File: config.mk
export PLATFORM = sky130hd
export DESIGN_NAME = markov_song_generator
export DESIGN_NICKNAME = d
export VERILOG_FILES = /design/src/rtl/markov_song_generator_pkg.sv /design/src/rtl/markov_lfsr.sv /design/src/rtl/markov_song_generator.sv
export SDC_FILE = /design/constraint.sdc
export NUM_CORES = 1
export LEC_CHECK = 0
export ABC_CLOCK_PERIOD_IN_PS = 7000
export CORE_AREA = 5 5 259 261
export DETAILED_ROUTE_END_ITERATION = 8
export DIE_AREA = 0 0 264 266
export PLACE_DENSITY = 0.66
export SYNTH_ARGS = -nofsm -noshare
export SYNTH_HDL_FRONTEND = slang
export SYNTH_HIERARCHICAL = 1
export SYNTH_SLANG_ARGS = --single-unit
export TNS_END_PERCENT = 30
File: constraint.sdc
create_clock -name clk -period 7 [get_ports clk]
set_input_delay 1.4 -clock clk [delete_from_list [all_inputs] [get_ports clk]]
set_output_delay 1.4 -clock clk [all_outputs]
set_load 0.05 [all_outputs]
File: src/rtl/markov_song_generator_pkg.sv
// Shared widths, state encoding and field-extract helpers for the Markov song generator.
// Entry layout (LSB first): count, event 0 (oldest) .. event SEQUENCE_LEN-1 (successor); note in each event's MSBs.
package markov_song_generator_pkg;

  localparam int NOTE_BIT_LEN     = 8;
  localparam int DELAY_BIT_LEN    = 8;
  localparam int SEQUENCE_LEN     = 2;
  localparam int SEQ_CNT_BIT_LEN  = 8;
  localparam int MARKOV_CHAIN_LEN = 16;
  localparam int SONG_OUT_LEN     = 32;
  localparam int LFSR_W           = 16;

  localparam int EV_W       = NOTE_BIT_LEN + DELAY_BIT_LEN;
  localparam int ENTRY_W    = SEQUENCE_LEN * EV_W + SEQ_CNT_BIT_LEN;
  localparam int CTX_W      = (SEQUENCE_LEN - 1) * EV_W;
  localparam int IDX_W      = $clog2(MARKOV_CHAIN_LEN);
  localparam int TOT_W      = SEQ_CNT_BIT_LEN + IDX_W;
  localparam int EMIT_CNT_W = $clog2(SONG_OUT_LEN + 1);

  // x^16 + x^14 + x^13 + x^11 + 1 -> state bits 15, 13, 12, 10 feed back
  localparam logic [LFSR_W-1:0] LFSR_TAPS     = 16'hB400;
  localparam logic [LFSR_W-1:0] LFSR_ZERO_SUB = 16'hACE1;

  localparam logic [IDX_W-1:0]      LAST_IDX  = IDX_W'(MARKOV_CHAIN_LEN - 1);
  localparam logic [EMIT_CNT_W-1:0] LAST_EMIT = EMIT_CNT_W'(SONG_OUT_LEN - 1);

  typedef logic [ENTRY_W-1:0] entry_t;
  typedef logic [EV_W-1:0]    event_t;
  typedef logic [CTX_W-1:0]   ctx_t;

  typedef enum logic [2:0] {
    ST_IDLE,
    ST_RESEED,
    ST_SUM,
    ST_PICK,
    ST_SELECT,
    ST_EMIT,
    ST_FIN
  } state_t;

  function automatic logic [SEQ_CNT_BIT_LEN-1:0] entry_count(input entry_t e);
    return e[SEQ_CNT_BIT_LEN-1:0];
  endfunction

  function automatic event_t entry_event(input entry_t e, input int k);
    return e[SEQ_CNT_BIT_LEN + k*EV_W +: EV_W];
  endfunction

  // Context-shaped view of events 0..SEQUENCE_LEN-2 (what the entry is conditioned on)
  function automatic ctx_t entry_head(input entry_t e);
    return e[SEQ_CNT_BIT_LEN +: CTX_W];
  endfunction

  // Events 1..SEQUENCE_LEN-1: the context left behind after emitting this entry's successor
  function automatic ctx_t entry_tail(input entry_t e);
    return e[SEQ_CNT_BIT_LEN + EV_W +: CTX_W];
  endfunction

  function automatic ctx_t ctx_shift(input ctx_t c, input event_t s);
    return CTX_W'({s, c} >> EV_W);
  endfunction

endpackage

File: src/rtl/markov_lfsr.sv
// Fibonacci left-shifting LFSR with seed load; a zero seed is replaced so the register never locks up.
module markov_lfsr
  import markov_song_generator_pkg::*;
(
  input  logic              clk,
  input  logic              reset,
  input  logic              load,
  input  logic              step,
  input  logic [LFSR_W-1:0] seed,
  output logic [LFSR_W-1:0] value
);

  logic [LFSR_W-1:0] value_q;

  always_ff @(posedge clk or posedge reset) begin
    if (reset) begin
      value_q <= '0;
    end else if (load) begin
      value_q <= (seed == '0) ? LFSR_ZERO_SUB : seed;
    end else if (step) begin
      value_q <= {value_q[LFSR_W-2:0], ^(value_q & LFSR_TAPS)};
    end
  end

  assign value = value_q;

endmodule

File: src/rtl/markov_song_generator.sv
// Walks a packed weighted Markov table and emits SONG_OUT_LEN (note, delay) events per run.
// Each event: SUM matching counts, PICK a random threshold, SELECT the weighted winner, EMIT it.
module markov_song_generator
  import markov_song_generator_pkg::*;
(
  input  logic                                  clk,
  input  logic                                  reset,
  input  logic                                  start,
  input  logic [LFSR_W-1:0]                     seed,
  input  logic [MARKOV_CHAIN_LEN*ENTRY_W-1:0]   markov,
  output logic                                  out_valid,
  input  logic                                  out_ready,
  output logic [NOTE_BIT_LEN-1:0]               out_note,
  output logic [DELAY_BIT_LEN-1:0]              out_delay,
  output logic                                  busy,
  output logic                                  done,
  output logic                                  error
);

  state_t                    state, state_nxt;
  logic [IDX_W-1:0]          scan_q, scan_d;
  logic [TOT_W-1:0]          total_q, total_d;
  logic [TOT_W-1:0]          cum_q, cum_d;
  logic [TOT_W-1:0]          r_q, r_d;
  ctx_t                      ctx_q, ctx_d;
  event_t                    succ_q, succ_d;
  logic [EMIT_CNT_W-1:0]     emit_q, emit_d;
  logic                      error_q, error_d;

  logic                      lfsr_load, lfsr_step;
  logic [LFSR_W-1:0]         lfsr;

  entry_t                    ent_arr [MARKOV_CHAIN_LEN];
  logic [IDX_W-1:0]          idx;
  entry_t                    entry;
  logic [SEQ_CNT_BIT_LEN-1:0] cnt;
  logic                      ent_valid, ent_match;
  logic [TOT_W-1:0]          total_acc, cum_after, r_pick;
  logic [LFSR_W+TOT_W-1:0]   product;

  markov_lfsr u_lfsr (
    .clk   (clk),
    .reset (reset),
    .load  (lfsr_load),
    .step  (lfsr_step),
    .seed  (seed),
    .value (lfsr)
  );

  for (genvar g = 0; g < MARKOV_CHAIN_LEN; g++) begin : g_unpack
    assign ent_arr[g] = markov[g*ENTRY_W +: ENTRY_W];
  end

  // RESEED scans from a random origin; SUM and SELECT always scan from entry 0
  assign idx       = (state == ST_RESEED) ? lfsr[IDX_W-1:0] + scan_q : scan_q;
  assign entry     = ent_arr[idx];
  assign cnt       = entry_count(entry);
  assign ent_valid = (cnt != '0);
  assign ent_match = ent_valid && (entry_head(entry) == ctx_q);
  assign total_acc = total_q + (ent_match ? TOT_W'(cnt) : '0);
  assign cum_after = cum_q + TOT_W'(cnt);
  // r = floor(lfsr * total / 2^LFSR_W) lands in [0, total)
  assign product   = (LFSR_W+TOT_W)'(lfsr) * (LFSR_W+TOT_W)'(total_q);
  assign r_pick    = TOT_W'(product >> LFSR_W);

  always_ff @(posedge clk or posedge reset) begin
    if (reset) begin
      state   <= ST_IDLE;
      scan_q  <= '0;
      total_q <= '0;
      cum_q   <= '0;
      r_q     <= '0;
      ctx_q   <= '0;
      succ_q  <= '0;
      emit_q  <= '0;
      error_q <= 1'b0;
    end else begin
      state   <= state_nxt;
      scan_q  <= scan_d;
      total_q <= total_d;
      cum_q   <= cum_d;
      r_q     <= r_d;
      ctx_q   <= ctx_d;
      succ_q  <= succ_d;
      emit_q  <= emit_d;
      error_q <= error_d;
    end
  end

  always_comb begin
    state_nxt = state;
    scan_d    = scan_q;
    total_d   = total_q;
    cum_d     = cum_q;
    r_d       = r_q;
    ctx_d     = ctx_q;
    succ_d    = succ_q;
    emit_d    = emit_q;
    error_d   = error_q;
    lfsr_load = 1'b0;
    lfsr_step = 1'b0;

    case (state)
      ST_IDLE: begin
        if (start) begin
          lfsr_load = 1'b1;
          emit_d    = '0;
          error_d   = 1'b0;
          scan_d    = '0;
          state_nxt = ST_RESEED;
        end
      end

      ST_RESEED: begin
        if (ent_valid) begin
          succ_d    = entry_event(entry, SEQUENCE_LEN - 1);
          ctx_d     = entry_tail(entry);
          state_nxt = ST_EMIT;
        end else if (scan_q == LAST_IDX) begin
          error_d   = 1'b1;
          state_nxt = ST_FIN;
        end else begin
          scan_d = scan_q + 1'b1;
        end
      end

      ST_SUM: begin
        total_d = total_acc;
        if (scan_q == LAST_IDX) begin
          scan_d    = '0;
          cum_d     = '0;
          state_nxt = (total_acc == '0) ? ST_RESEED : ST_PICK;
        end else begin
          scan_d = scan_q + 1'b1;
        end
      end

      ST_PICK: begin
        r_d       = r_pick;
        lfsr_step = 1'b1;
        scan_d    = '0;
        cum_d     = '0;
        state_nxt = ST_SELECT;
      end

      ST_SELECT: begin
        if (ent_match) begin
          cum_d = cum_after;
        end
        if (ent_match && (cum_after > r_q)) begin
          succ_d    = entry_event(entry, SEQUENCE_LEN - 1);
          ctx_d     = ctx_shift(ctx_q, entry_event(entry, SEQUENCE_LEN - 1));
          state_nxt = ST_EMIT;
        end else if (scan_q == LAST_IDX) begin
          // Only reachable if the table changed under us; recover via a fresh reseed
          scan_d    = '0;
          state_nxt = ST_RESEED;
        end else begin
          scan_d = scan_q + 1'b1;
        end
      end

      // Handshake: an event transfers on a rising edge where out_valid && out_ready;
      // out_valid never drops and the payload never changes until that edge.
      ST_EMIT: begin
        if (out_ready) begin
          lfsr_step = 1'b1;
          emit_d    = emit_q + 1'b1;
          scan_d    = '0;
          total_d   = '0;
          state_nxt = (emit_q == LAST_EMIT) ? ST_FIN : ST_SUM;
        end
      end

      ST_FIN: begin
        state_nxt = ST_IDLE;
      end

      default: begin
        state_nxt = ST_IDLE;
      end
    endcase
  end

  assign out_valid = (state == ST_EMIT);
  assign out_note  = out_valid ? succ_q[EV_W-1 -: NOTE_BIT_LEN] : '0;
  assign out_delay = out_valid ? succ_q[DELAY_BIT_LEN-1:0] : '0;
  assign busy      = (state != ST_IDLE);
  assign done      = (state == ST_FIN);
  assign error     = error_q;

endmodule

=== Yosys cells after proc, flatten, opt, wreduce, memory -nomap -nowiden ===
Cells that the tools add are included.

* Mux-type cells: 46
* Multipliers: 1
* Magnitude comparators: 2
* Add/sub/neg operators: 5
* Bitwise gates (word level): 1
* Equality and inequality tests: 21
* Reduce and logical (&&, ||, !) cells: 22

{| class="wikitable"
|+ Operator list
! operator !! number
|-
| binary-select mux 40 bit (select 4 bit) || 1
|-
| 2-to-1 mux 16 bit || 5
|-
| 2-to-1 mux 40 bit || 2
|-
| 2-to-1 mux 12 bit || 3
|-
| one-hot mux 12 bit (3 select lines) || 1
|-
| one-hot mux 16 bit (2 select lines) || 1
|-
| multiplier 16 x 12 -> 28 bit || 1
|-
| 2-to-1 mux 4 bit || 7
|-
| adder 12 x 8 -> 12 bit || 2
|-
| 2-to-1 mux 3 bit || 8
|-
| 2-to-1 mux 8 bit || 3
|-
| one-hot mux 12 bit (2 select lines) || 1
|-
| one-hot mux 4 bit (6 select lines) || 1
|-
| one-hot mux 3 bit (6 select lines) || 1
|-
| == test 16 bit || 1
|-
| logical NOT 16 bit || 1
|-
| inequality test 2 bit, second input constant || 8
|-
| XOR reduction 16 bit || 1
|-
| > comparator 12 bit || 1
|-
| logical NOT 12 bit || 1
|-
| 2-to-1 mux 6 bit || 2
|-
| one-hot mux 6 bit (2 select lines) || 1
|-
| nonzero test 2 bit || 5
|-
| == test 3 bit, second input constant || 3
|-
| other kinds (25) || 37
|}

* Register bits: 82
* Output and inout port bits: 20
* Bits of input ports: 660
* Word-level logic and storage cells: 107

=== Depth between registers and ports, before layout ===
* Word-level depth: 14
* Gate-level depth with buffers: 35
* Mapped depth without buffers: 30

=== By module ===
Netlist, hierarchy kept.

{| class="wikitable"
|+ By module, submodules not included
! module !! sequential area each (sq um) !! times used !! cells an instance !! area each (sq um)
|-
| markov_song_generator || 1651.6 || 1 || 2348 || 16883.7
|-
| markov_lfsr || 400.4 || 1 || 72 || 840.8
|}

=== Worst setup path after synthesis ===
No wires, ideal clock.

* Path kind: reg-to-reg
* Start point: register u_lfsr.value_q[0] (netlist: u_lfsr/value[0])
* End point: register scan_q[3]
* Required time: 6913 ps
* Clock period less this slack: 6932 ps
* Slack: 68 ps
* Data arrival time: 6845 ps
* Stages on the path, launching flop included: 35
* Setup time: 87 ps
* Path buffers: 5
* Cell sequence: dfrtp_1 > ha_1 > fa_1 > xnor2_1 > mux2i_4 > buf_6 > buf_6 > buf_6 > buf_2 > buf_2 > nand2_1 > a31oi_1 > nand2_1 > and3_1 > a21oi_1 > ha_1 > a21o_1 > a21oi_1 > o21bai_1 > a21oi_1 > o21bai_1 > a21oi_1 > nor2b_1 > o21ai_0 > xnor2_1 > ha_1 > a21o_1 > a21o_1 > a2111oi_0 > or3_1 > nor4b_1 > and2_1 > o21a_2 > or4_1 > o211ai_1

* Cells in the longest elaborated chain, start to end: 11
* Elaborated cells on any way between the ends: 15
* Classes of those cells: add/sub: 2; order compare: 1; eq/ne: 3; mux: 4; bitwise: 1; reduce/logical: 4

{| class="wikitable"
|+ Ends and longest elaborated chain
! item !! RTL line !! RTL
|-
| start: declaration || markov_lfsr.sv:13 || <nowiki>logic [LFSR_W-1:0] value_q;</nowiki>
|-
| start signal: assignment || markov_lfsr.sv:19 || <nowiki>value_q <= (seed == '0) ? LFSR_ZERO_SUB : seed;</nowiki>
|-
| start signal: assignment || markov_lfsr.sv:21 || <nowiki>value_q <= {value_q[LFSR_W-2:0], ^(value_q & LFSR_TAPS)};</nowiki>
|-
| adder 4 bit * || markov_song_generator.sv:55 || <nowiki>assign idx = (state == ST_RESEED) ? lfsr[IDX_W-1:0] + scan_q : scan_q;</nowiki>
|-
| 2-to-1 mux 4 bit * || markov_song_generator.sv:55 ||
|-
| NOT 4 -> 5 bit (implied by the code) * || markov_song_generator.sv:56 || <nowiki>assign entry = ent_arr[idx];</nowiki>
|-
| binary-select mux 40 bit (select 4 bit) * || markov_song_generator.sv:56 ||
|-
| 2-to-1 mux 40 bit (implied by the code) * (2 in series) || markov_song_generator.sv:56 ||
|-
| adder 12 x 8 -> 12 bit (tied with other cells) || markov_song_generator.sv:61 || <nowiki>assign cum_after = cum_q + TOT_W'(cnt);</nowiki>
|-
| > comparator 12 bit or logical AND 1 bit (tied branches) || markov_song_generator.sv:150, markov_song_generator.sv:59 ||
|-
| logical AND 1 bit || markov_song_generator.sv:150 || <nowiki>if (ent_match && (cum_after > r_q)) begin</nowiki>
|-
| inequality test 2 bit (no source line) || - ||
|-
| AND reduction 6 bit (no source line) * || - ||
|-
| end signal: assignment || markov_song_generator.sv:79 || <nowiki>scan_q <= scan_d;</nowiki>
|-
| end: declaration || markov_song_generator.sv:21 || <nowiki>logic [IDX_W-1:0] scan_q, scan_d;</nowiki>
|}

Mark *: on every way between the ends. The rest lies on a longest branch, timed or not. The select of a mux whose other input is x is not followed.
A chain may end at the register's enable or synchronous reset.

=== Final worst setup path ===
* Start point: register scan_q[0]
* End point: register scan_q[3]

* Cells in the longest elaborated chain, start to end: 11
* Elaborated cells on any way between the ends: 23
* Classes of those cells: add/sub: 3; order compare: 1; eq/ne: 5; mux: 9; bitwise: 1; reduce/logical: 4

{| class="wikitable"
|+ Ends and longest elaborated chain
! item !! RTL line
|-
| adder 4 bit || markov_song_generator.sv:55
|-
| 2-to-1 mux 4 bit || markov_song_generator.sv:55
|-
| NOT 4 -> 5 bit (implied by the code) || markov_song_generator.sv:56
|-
| binary-select mux 40 bit (select 4 bit) || markov_song_generator.sv:56
|-
| 2-to-1 mux 40 bit (implied by the code) (2 in series) || markov_song_generator.sv:56
|-
| adder 12 x 8 -> 12 bit (tied with other cells) || markov_song_generator.sv:61
|-
| > comparator 12 bit or logical AND 1 bit (tied branches) || markov_song_generator.sv:150, markov_song_generator.sv:59
|-
| logical AND 1 bit || markov_song_generator.sv:150
|-
| inequality test 2 bit (no source line) || -
|-
| AND reduction 6 bit (no source line) || -
|}

Several ways; a longest one is shown, not always the timed one. The select of a mux whose other input is x is not followed.

==> qor.yml <==
floorplan:
  start_util: 0.276
  die_h_um: 266
  ios: 680
  dieArea_mm2: 0.0702
  die_w_um: 264
  rows: 93
  core_area_mm2: 0.0642
cts:
  cts_made_buffers: 9
  cts_root_buffer: "clkbuf_16"
  cts_tree: "built"
  holdBufCountCts: 0
  clk_pin_slew_ns: 0.07
  cts_buffer_depth: 2
  htreeDepth: 3
  insertion_delay_ns: 0.35
  cts.sinks: 82
setup_path:
  worstSetupPathType: "flop to flop"
  cp-endpoint: "scan_q[3]"
  end_kind: "flop"
  max_stage_delay_ns: 0.51
  timing.rr.start: "scan_q[0]"
  arrival_ns: 7.01
  start_kind: "flop"
  cp-startpoint: "scan_q[0]"
  slowest_stage: "or4_1"
  path_max_fanout: 6
  timing.rr.end: "scan_q[3]"
  path_common_cell: "ha_1"
  reg2reg_slack_ns: 0.26
  r2r_cells: 31
  required_ns: 7.27
synthesis:
  yosysSeqAreaShare: 0.116
  ys_warn_count: 6
  synthArstFlopShare: 1.00
  synth_cells: 2420
  synth_area_per_cell_um2: 7.32
  synth_ff_type: "dfrtp_1"
  ys_ff_latch: 82
  synth_nets: 3318
  synth_area_leader_cell: "fa_1"
  synth_cell_types: 84
  yosysTopAreaCellShare: 0.160
  synth_edf_count: 0
  syn_area_mm2: 0.0177
  synthTopCellsByArea: "fa_1 16%, nand2_1 13%, dfrtp_1 12%"
global_routing:
  grt_pass1_vias: 20500
  grt_max_degree: 77
  grt_first_pass_wirelength_mm: 158
  antenna_found_initial: 104
  grt-ovfl-total: 0
  grt_usage: 0.314
pwr:
  p_comb_frac: 0.857
  p_sw_uw: 5870
  power.density_mw_per_mm2: 385
  p_sw_frac: 0.577
  pwr-share-seq: 0.094
  p_int_uw: 4300
  total_leakage_power_uw: 0.0111
  clkPwrFrac: 0.049
  vdd_drop_max_v: 0.000237
drt:
  ant_nets: 0
  wl_mm: 117
  drt_first_pass_iters: 6
  drc: 0
  via_per_inst: 5.43
  drt_iter0_markers: 2222
  wl_per_cell_um: 29.7
  num_vias: 21400
layout:
  fin_nets: 3934
  syn2layout_area_growth_pct: 48.9
  postLayoutCellArea_mm2: 0.0264
  layout-drive-gt1-share: 0.0694
  final_cells: 3951
timing:
  slew_viol_final: 0
  period_minus_slack_ns: 6.74
  max_freq_mhz: 148
  worst_slack_ns: 0.260
  setup_viol: 0
  finClkSkew_ns: 0.00997
  rsz0062_at_grt: "true"
  setup_tns_ns: 0
  max_slew_margin: 0.377
  fin_crit_sh: 0.963
  worst_slew_pin_slew_ns: 0.932
  finalHoldViolCount: 0
  fin_hold_ws_ns: 0.491
hold_path:
  hold_class: "flop to flop"
  hold_start: "r_q[1]"
placed_design:
  dp.cells: 3869
  port_buffers: 679
  gp_congestion: 1.04
  placed_area_mm2: 0.0257
  pre_cts_slack_ns: -0.199
  dp_hpwl_mm: 99.7
run:
  maxCapViolations: 0
run_status:
  status: "complete, no violations"
## state kept, by name, summed over array words and instances, names as in the netlist
register and flops:
cum_q 12, emit_q 6, error 1, r_q 12, scan_q 4, state 3
succ_q 16, total_q 12, u_lfsr/value 16
## how the worst min path moves through the flow
stage	end	depth (start not counted)
floorplan	r_q[11]	2
global placement	r_q[4]	2
detailed placement	r_q[9]	2
CTS	r_q[1]	2
global route	r_q[9]	2
finish	r_q[1]	2
## per-layer routing
metal | part of all wire | track usage | wire, µm | up-vias
met3 | 0.14 | 0.143 | 15900 | 215
met1 | 0.40 | 0.403 | 46500 | 10400
li1 | - | - | - | 9572
met5 | 0.0043 | 0 | 503 | -
met2 | 0.42 | 0.451 | 48900 | 1241
met4 | 0.046 | 0.141 | 5420 | 58
## kinds of logic (layout without fill, tap and decap cells)
family | Yosys count | after routing | share of synthesized area
xor+xnor | 50 | 50 | 0.0251
simple gates | 1102 | 1102 | 0.281
fa+ha+maj | 238 | 238 | 0.228
flops | 82 | 82 | 0.116
other cells | 0 | 56 | 0
mux | 163 | 163 | 0.100
buf+inv | 389 | 1008 | 0.0921
compound gates | 396 | 397 | 0.158
## power groups by stage
stage | Sequential, µW | Clock [µW] | Combinational, µW
2_1_floorplan | 732 | 0 | 5300
6_report | 957 | 499 | 8720
4_1_cts | 939 | 505 | 8240
5_1_grt | 975 | 523 | 9280
3_3_place_gp | 944 | 0 | 8180
3_5_place_dp | 948 | 0 | 8190
## per-stage QoR
stage,power (µW),utilization
global placement,9120,0.400
CTS,9680,0.405
finish,10200,0.411
global route,10800,0.410
detailed placement,9140,0.400
floorplan,6040,-
## timing repair
action | 4_1_cts | 5_1_grt
setup buffers | 0 | 7
setup endpoints to repair | 12 | 23
endpoints found under the hold margin | 0 | 0
gates cloned | 0 | 4
resized for setup | 3 | 18
pin swaps | 0 | 2
## worst max-delay path, delay by kind of cell, from the launching register on
family                   cells  cell delay (ns)
adder cells (fa/ha/maj)      5             1.51
AND/OR/NAND/NOR              9             1.62
multiplexers                 4             0.97
buffers and inverters        4             0.56
XOR/XNOR                     2             0.38
AO/OA/AOI/OAI                7             1.25
flip-flops                   1             0.38
## cell usage in the layout, fill, tap and decap left out, types with 11 or more instances in the layout
| cell | count |
|---|---|
| buf_4 | 98 |
| a32oi_1 | 15 |
| a311oi_1 | 31 |
| nor2_1 | 51 |
| a22oi_1 | 12 |
| o21ai_1 | 16 |
| clkdlybuf4s50_1 | 679 |
| nor3_1 | 24 |
| and2_1 | 70 |
| nand4_1 | 12 |
| nand3_1 | 212 |
| mux2i_1 | 115 |
| nand2_1 | 625 |
| o2111a_1 | 11 |
| a31oi_1 | 23 |
| xor2_1 | 21 |
| and3_1 | 45 |
| a211oi_1 | 31 |
| dfrtp_1 | 82 |
| o21ai_0 | 64 |
| o211ai_1 | 12 |
| ha_1 | 96 |
| a21oi_1 | 59 |
| nor2b_1 | 11 |
| fa_1 | 141 |
| inv_1 | 196 |
| clkbuf_16 | 12 |
| buf_12 | 12 |
| o2111ai_1 | 21 |
| mux2_2 | 26 |
| xnor2_1 | 27 |
| a21o_1 | 15 |
| diode_2 | 56 |
## cell usage after synthesis (8+ instances only)
cell and instances:
nand3_1 212, o21bai_1 8, a22o_1 10, a32oi_1 15, inv_1 197, or3_1 9, and3_1 45, o21a_1 10
buf_2 32, xnor2_1 28, and2_1 70, mux2i_1 117, nor2b_1 11, o211ai_1 12, mux2_1 10, nor3_1 25
a21o_1 16, or4_1 8, o2111ai_1 21, clkbuf_1 118, nor2_1 52, nand4_1 12, buf_4 12, a311oi_1 31
mux2_2 27, o21ai_0 65, a22oi_1 12, a211oi_1 31, a21oi_1 64, ha_1 96, xor2_1 21, dfrtp_1 82
o21ai_1 15, o2111a_1 11, nand2_1 625, buf_1 18, fa_1 142, buf_6 10, a31oi_1 24
## area by class of cell
cell class | count | area [µm²]
antenna | 56 | 140
clock buffer | 9 | 225
clock inverter | 6 | 67.6
fill | 6716 | 37800
inverter | 198 | 743
multi-input combinational | 1950 | 14200
sequential | 82 | 2050
tap | 855 | 1070
timing repair buffer | 795 | 7900
No activity file was read; power rests on OpenSTA's default activity.
==> variant 1: new RTL, same settings <==
The 7 states of `state_t` get a one-hot encoding in 7 bits.
--- a/src/rtl/markov_song_generator_pkg.sv
+++ b/src/rtl/markov_song_generator_pkg.sv
@@ -28,14 +28,14 @@
   typedef logic [EV_W-1:0]    event_t;
   typedef logic [CTX_W-1:0]   ctx_t;
 
-  typedef enum logic [2:0] {
-    ST_IDLE,
-    ST_RESEED,
-    ST_SUM,
-    ST_PICK,
-    ST_SELECT,
-    ST_EMIT,
-    ST_FIN
+  typedef enum logic [6:0] {
+    ST_IDLE   = 7'b0000001,
+    ST_RESEED = 7'b0000010,
+    ST_SUM    = 7'b0000100,
+    ST_PICK   = 7'b0001000,
+    ST_SELECT = 7'b0010000,
+    ST_EMIT   = 7'b0100000,
+    ST_FIN    = 7'b1000000
   } state_t;
 
   function automatic logic [SEQ_CNT_BIT_LEN-1:0] entry_count(input entry_t e);
Check against the original RTL: same outputs for any inputs over 4 cycles, from zero or initial values and one cycle with reset high; so few cycles prove little.
==> variant 1 against the unedited design <==
Core utilization increased by 1.9 points. Worst setup slack got worse by 0.058 ns. Cell area increased by 4.5%. Power decreased by 25%. Count of clock-buffer cells in the layout unchanged. Clock power increased by 6.0%. Wire length decreased by 7.0%. Clock skew increased by 0.0050 ns. Sequential cell count increased by 4. Sequential power about the same. Area after synthesis increased by 6.5%. Die area unchanged. Critical path type unchanged.
==> variant 1: results (changes against the unedited design) <==
stage	metric	value	unit	change
worst_setup_path	worst reg-to-reg setup slack	0.20	ns	was 0.26 ns
clock_tree	Worst-Skew Late Latency	0.38	ns	was 0.35 ns
timing	Tcrit/Tclk final	97.11	%	was 96.29%
route	vias	23150		was 21450
worst_setup_path	FF-to-FF End	state[6]		was scan_q[3]
global_routing	vias in the first global route	22320		was 20520
status	outcome	completed		unchanged
final_layout	Non-CTS inverters	191		was 198
route	DR WL met2	50.55	mm	was 48.92 mm
synthesis	syn avg cell area	7.401	µm²	was 7.324 µm²
route	routed wl met3	11.96	mm	was 15.87 mm
global_routing	largest net degree at the start of global routing	74		was 77
global_routing	antenna violations before repair	69		was 104
hold_path	HP Start	r_q[4]		was r_q[1]
synthesis	Seq/Total Area, Yosys	11.41	%	was 11.58%
final_layout	register area	2162	µm²	was 2052 µm²
route	drt first pass iters	7		was 6
route	Vias/cell	5.717		was 5.429
pwr	Peak supply drop	0.1684	mV	was 0.2366 mV
synthesis	post-synthesis register bit count	86		was 82
timing	Hold WS	0.4881	ns	was 0.4911 ns
route	Met1 Wirelength	42.23	mm	was 46.52 mm
global_routing	grt met3 use	8.773	%	was 14.32%
synthesis	Area contributors post-synth	fa_1 15%, dfrtp_1 11%, nand2_1 10%		was fa_1 16%, nand2_1 13%, dfrtp_1 12%
worst_setup_path	CP Data Arrival Time	7.07	ns	was 7.01 ns
global_routing	met1 Use GR	36.51	%	was 40.33%
variant 1: changes by cell type after synthesis, moves of 48 or more:
cell,before,now
o21ai_0,65,113
nand3_1,212,87
and3_1,45,96
a211oi_1,31,91
clkbuf_1,118,167
nand2_1,625,514
variant 1: cells by family after synthesis:
kind of cell               Yosys count  synth area share [%]
AOI/OAI and AO/OA                  650                 24.26
xor gates and xnor gates            49                 2.273
adders and majority gates          238                 21.42
buffers and inverters              405                 8.384
DFF                                 86                 11.41
muxes                              119                 6.654
and+or+nand+nor                   1004                 25.61
variant 1: how the worst max path moves through the flow:
stage | from | end | cells after the start
after floorplan | total_q[9] | r_q[11] | 22
after global placement | markov[42] | scan_q[1] | 23
after detailed placement | markov[42] | scan_q[1] | 23
after CTS | scan_q[0] | state[1] | 27
after global routing | total_q[4] | r_q[11] | 22
final | scan_q[0] | state[6] | 26
variant 1: worst max-delay path: stages, from the launching register on:
cell and delay, ns:
dfrtp_2 0.41, ha_1 0.23, fa_2 0.54, or4_4 0.50, nor2_4 0.22, nor2_2 0.14, a211oi_1 0.28, nor3b_1 0.08
or4_4 0.54, ha_1 0.34, nor2b_1 0.14, o21ai_0 0.15, nand2b_1 0.11, a21o_1 0.18, a21o_1 0.19, a21o_1 0.18
a21o_1 0.19, and3_1 0.19, xor2_1 0.16, ha_1 0.30, nand4_1 0.11, or2_2 0.32, o21ai_0 0.23, o22ai_2 0.21
o21ai_2 0.26, nand3_1 0.17, a221oi_1 0.32
variant 1: what timing repair did:
action                                  CTS  global route
endpoints found under the setup margin    2            28
hold buffers                              0             0
gates resized for setup                   2            36
gates cloned                              0             4
buffers inserted                          0             3
pin swaps                                 0             6
variant 1: power by group:
group          total (µW)  internal [µW]  switching [µW]
sequential            955            611             344
clock                 529            287             243
combinational        6130           2340            3790
==> variant 2: new RTL, same flow settings <==
Without the edit above. Set the package constant `SEQ_CNT_BIT_LEN` to 16 (it was 8).
--- a/src/rtl/markov_song_generator_pkg.sv
+++ b/src/rtl/markov_song_generator_pkg.sv
@@ -5,7 +5,7 @@
   localparam int NOTE_BIT_LEN     = 8;
   localparam int DELAY_BIT_LEN    = 8;
   localparam int SEQUENCE_LEN     = 2;
-  localparam int SEQ_CNT_BIT_LEN  = 8;
+  localparam int SEQ_CNT_BIT_LEN  = 16;
   localparam int MARKOV_CHAIN_LEN = 16;
   localparam int SONG_OUT_LEN     = 32;
   localparam int LFSR_W           = 16;
Ports: changed (resized markov); port bits go from 680 to 808. No check against the original RTL was run, so the function may have changed too.
==> variant 2 against the unedited design <==
Critical endpoint is now state[1]. Wire length is 30% higher. Sequential cell count is 24 higher. Area after synthesis is 42% higher. Largest power group unchanged. Power is 35% higher. Cell area is 43% higher. The run now ends with negative setup slack left. Combinational power is 40% higher. Count of clock-buffer cells in the layout stayed put. Global-route usage is 10 points higher. Critical path depth is 7 higher. Worst setup slack worse by 0.65 ns.
==> variant 2: results (changes against the unedited design) <==
stage	metric	value	unit	change
status	outcome	finished, violations left		was completed
status	failing checks	negative setup slack		
placed_design	Placed Cells	4941		was 3869
global_routing	largest net degree at the start of global routing	51		was 77
placed_design	Routability Congestion	1.061		was 1.036
synthesis	Area contributors post-synth	fa_1 20%, dfrtp_1 11%, nand2_1 9.8%		was fa_1 16%, nand2_1 13%, dfrtp_1 12%
placed_design	hpwl dp	131.2	mm	was 99.68 mm
worst_setup_path	CP top delay family	compound AO/OA/AOI/OAI gates		was simple AND/OR/NAND/NOR gates
timing	PnR worst setup slack	-0.3929	ns	was 0.2599 ns
route	DRC violation total after the first TritonRoute iteration	2695		was 2222
route	Vias/cell	5.711		was 5.429
worst_setup_path	CP max FO	5		was 6
synthesis	top cells by count, synth	655 x nand2_1, 336 x inv_1, 252 x fa_1		was 625 x nand2_1, 212 x nand3_1, 197 x inv_1
route	average wire per standard cell	29.97	µm	was 29.67 µm
global_routing	grt met3 use	9.770	%	was 14.32%
global_routing	met1 Use GR	46.56	%	was 40.33%
worst_setup_path	FF-to-FF End	state[1]		was scan_q[3]
final_layout	Multi-input gate area	20650	µm²	was 14200 µm²
synthesis	mux contribution to synthesized area	13.00	%	was 10.01%
timing	clk_skew	0.01320	ns	was 0.009975 ns
worst_setup_path	worst r2r path cells	38		was 31
worst_setup_path	CP Data Arrival Time	7.68	ns	was 7.01 ns
synthesis	complex-gate fraction of the synthesized area	12.04	%	was 15.80%
final_layout	final cell count without fillers	5076		was 3951
global_routing	M2 GR Usage	66.20	%	was 45.11%
global_routing	total global-route track usage	41.38	%	was 31.36%
synthesis	post-synthesis xor/xnor area fraction	2.787	%	was 2.513%
final_layout	share of cells above drive strength 1	14.98	%	was 6.941%
hold_path	Hold Path Sink	r_q[2]		was r_q[1]
synthesis	Netlist cell types	91		was 84
route	Met1 Wirelength	52.73	mm	was 46.52 mm
final_layout	nets	5338		was 3934
hold_path	HP Start	r_q[2]		was r_q[1]
synthesis	Synth Area in Adders	28.23	%	was 22.82%
timing	worst-margin pin slew	1.097	ns	was 0.9321 ns
hold_path	Hold Path Cell Cnt	1		was 2
synthesis	post-synthesis cell count	3143		was 2420
global_routing	antenna violations before repair	118		was 104
worst_setup_path	crit-path max cell delay	0.49	ns	was 0.51 ns
worst_setup_path	slowest library cell on the worst path	fa_1		was or4_1
timing	setup violators final	23		was 0
final_layout	filler cell count	6120		was 6716
clock_tree	Reg clk slew, reported paths	0.09	ns	was 0.07 ns
worst_setup_path	reg2reg start	scan_q[0]		unchanged
route	drt first pass iters	5		was 6
placed_design	input/output buffers	807		was 679
route	routed wl met3	13.68	mm	was 15.87 mm
pwr	static leakage	0.01650	µW	was 0.01109 µW
pwr	Peak supply drop	0.2365	mV	was 0.2366 mV
timing	Hold WS	0.4850	ns	was 0.4911 ns
synthesis	Seq/Total Area, Yosys	10.55	%	was 11.58%
global_routing	first-pass GRT wire length	208.8	mm	was 158.0 mm
route	DR WL met2	71.20	mm	was 48.92 mm
global_routing	vias in the first global route	28450		was 20520
synthesis	Syn Nets	4347		was 3318
clock_tree	Worst-Skew Late Latency	0.39	ns	was 0.35 ns
variant 2: cell types whose count changed after synthesis, sizes merged, moves of 30 or more:
cell    before  now
mux4         6   58
fa         142  252
ha          96  164
and2        70  137
clkbuf     118  163
inv        198  336
nand2      626  656
variant 2: metrics by stage:
step / area [µm²] / setup slack (ns) / setup TNS, ns
global placement: 36420 / -0.5686 / -12.02
detailed placement: 36420 / -0.6138 / -13.22
global route: 37660 / -0.5740 / -13.69
CTS: 37300 / -0.2128 / -4.086
floorplan: 25290 / -0.2089 / -2.216
finish: 37690 / -0.3929 / -6.918
variant 2: cell type report:
| type | instances | area share, % |
|---|---|---|
| Clock inverter | 7 | 0.2457 |
| Inverter | 336 | 3.356 |
| Multi-Input combinational cell | 2470 | 54.78 |
| Timing Repair Buffer | 1211 | 30.60 |
| Antenna cell | 82 | 0.5444 |
| Tap cell | 855 | 2.838 |
| Clock buffer | 9 | 0.5975 |
| Sequential cell | 106 | 7.041 |
variant 2: power breakdown:
part | internal (µW) | switching (µW)
clock | 289 | 298
combinational | 5350 | 6830
sequential | 748 | 266
total | 6390 | 7390
variant 2: how the worst max path moves through the flow:
stage                          startpoint          to  slack [ns]  cells after the start
final                           scan_q[0]    state[1]       -0.39                     38
after global routing            scan_q[0]    state[1]       -0.57                     37
after CTS                 u_lfsr/value[0]   succ_q[7]       -0.21                     35
after detailed placement      markov[241]   succ_q[7]       -0.61                     30
after global placement        markov[241]  succ_q[11]       -0.57                     30
after floorplan                 scan_q[0]    state[2]       -0.21                     40
variant 2: timing repair:
| item | in CTS | in global routing |
|---|---|---|
| endpoints found under the setup margin | 27 | 38 |
| gates cloned | 3 | 0 |
| resized for setup | 61 | 38 |
| pin swaps | 25 | 33 |
| hold buffers | 0 | 0 |
| hold endpoints to repair | 0 | 0 |
| buffers inserted | 26 | 11 |
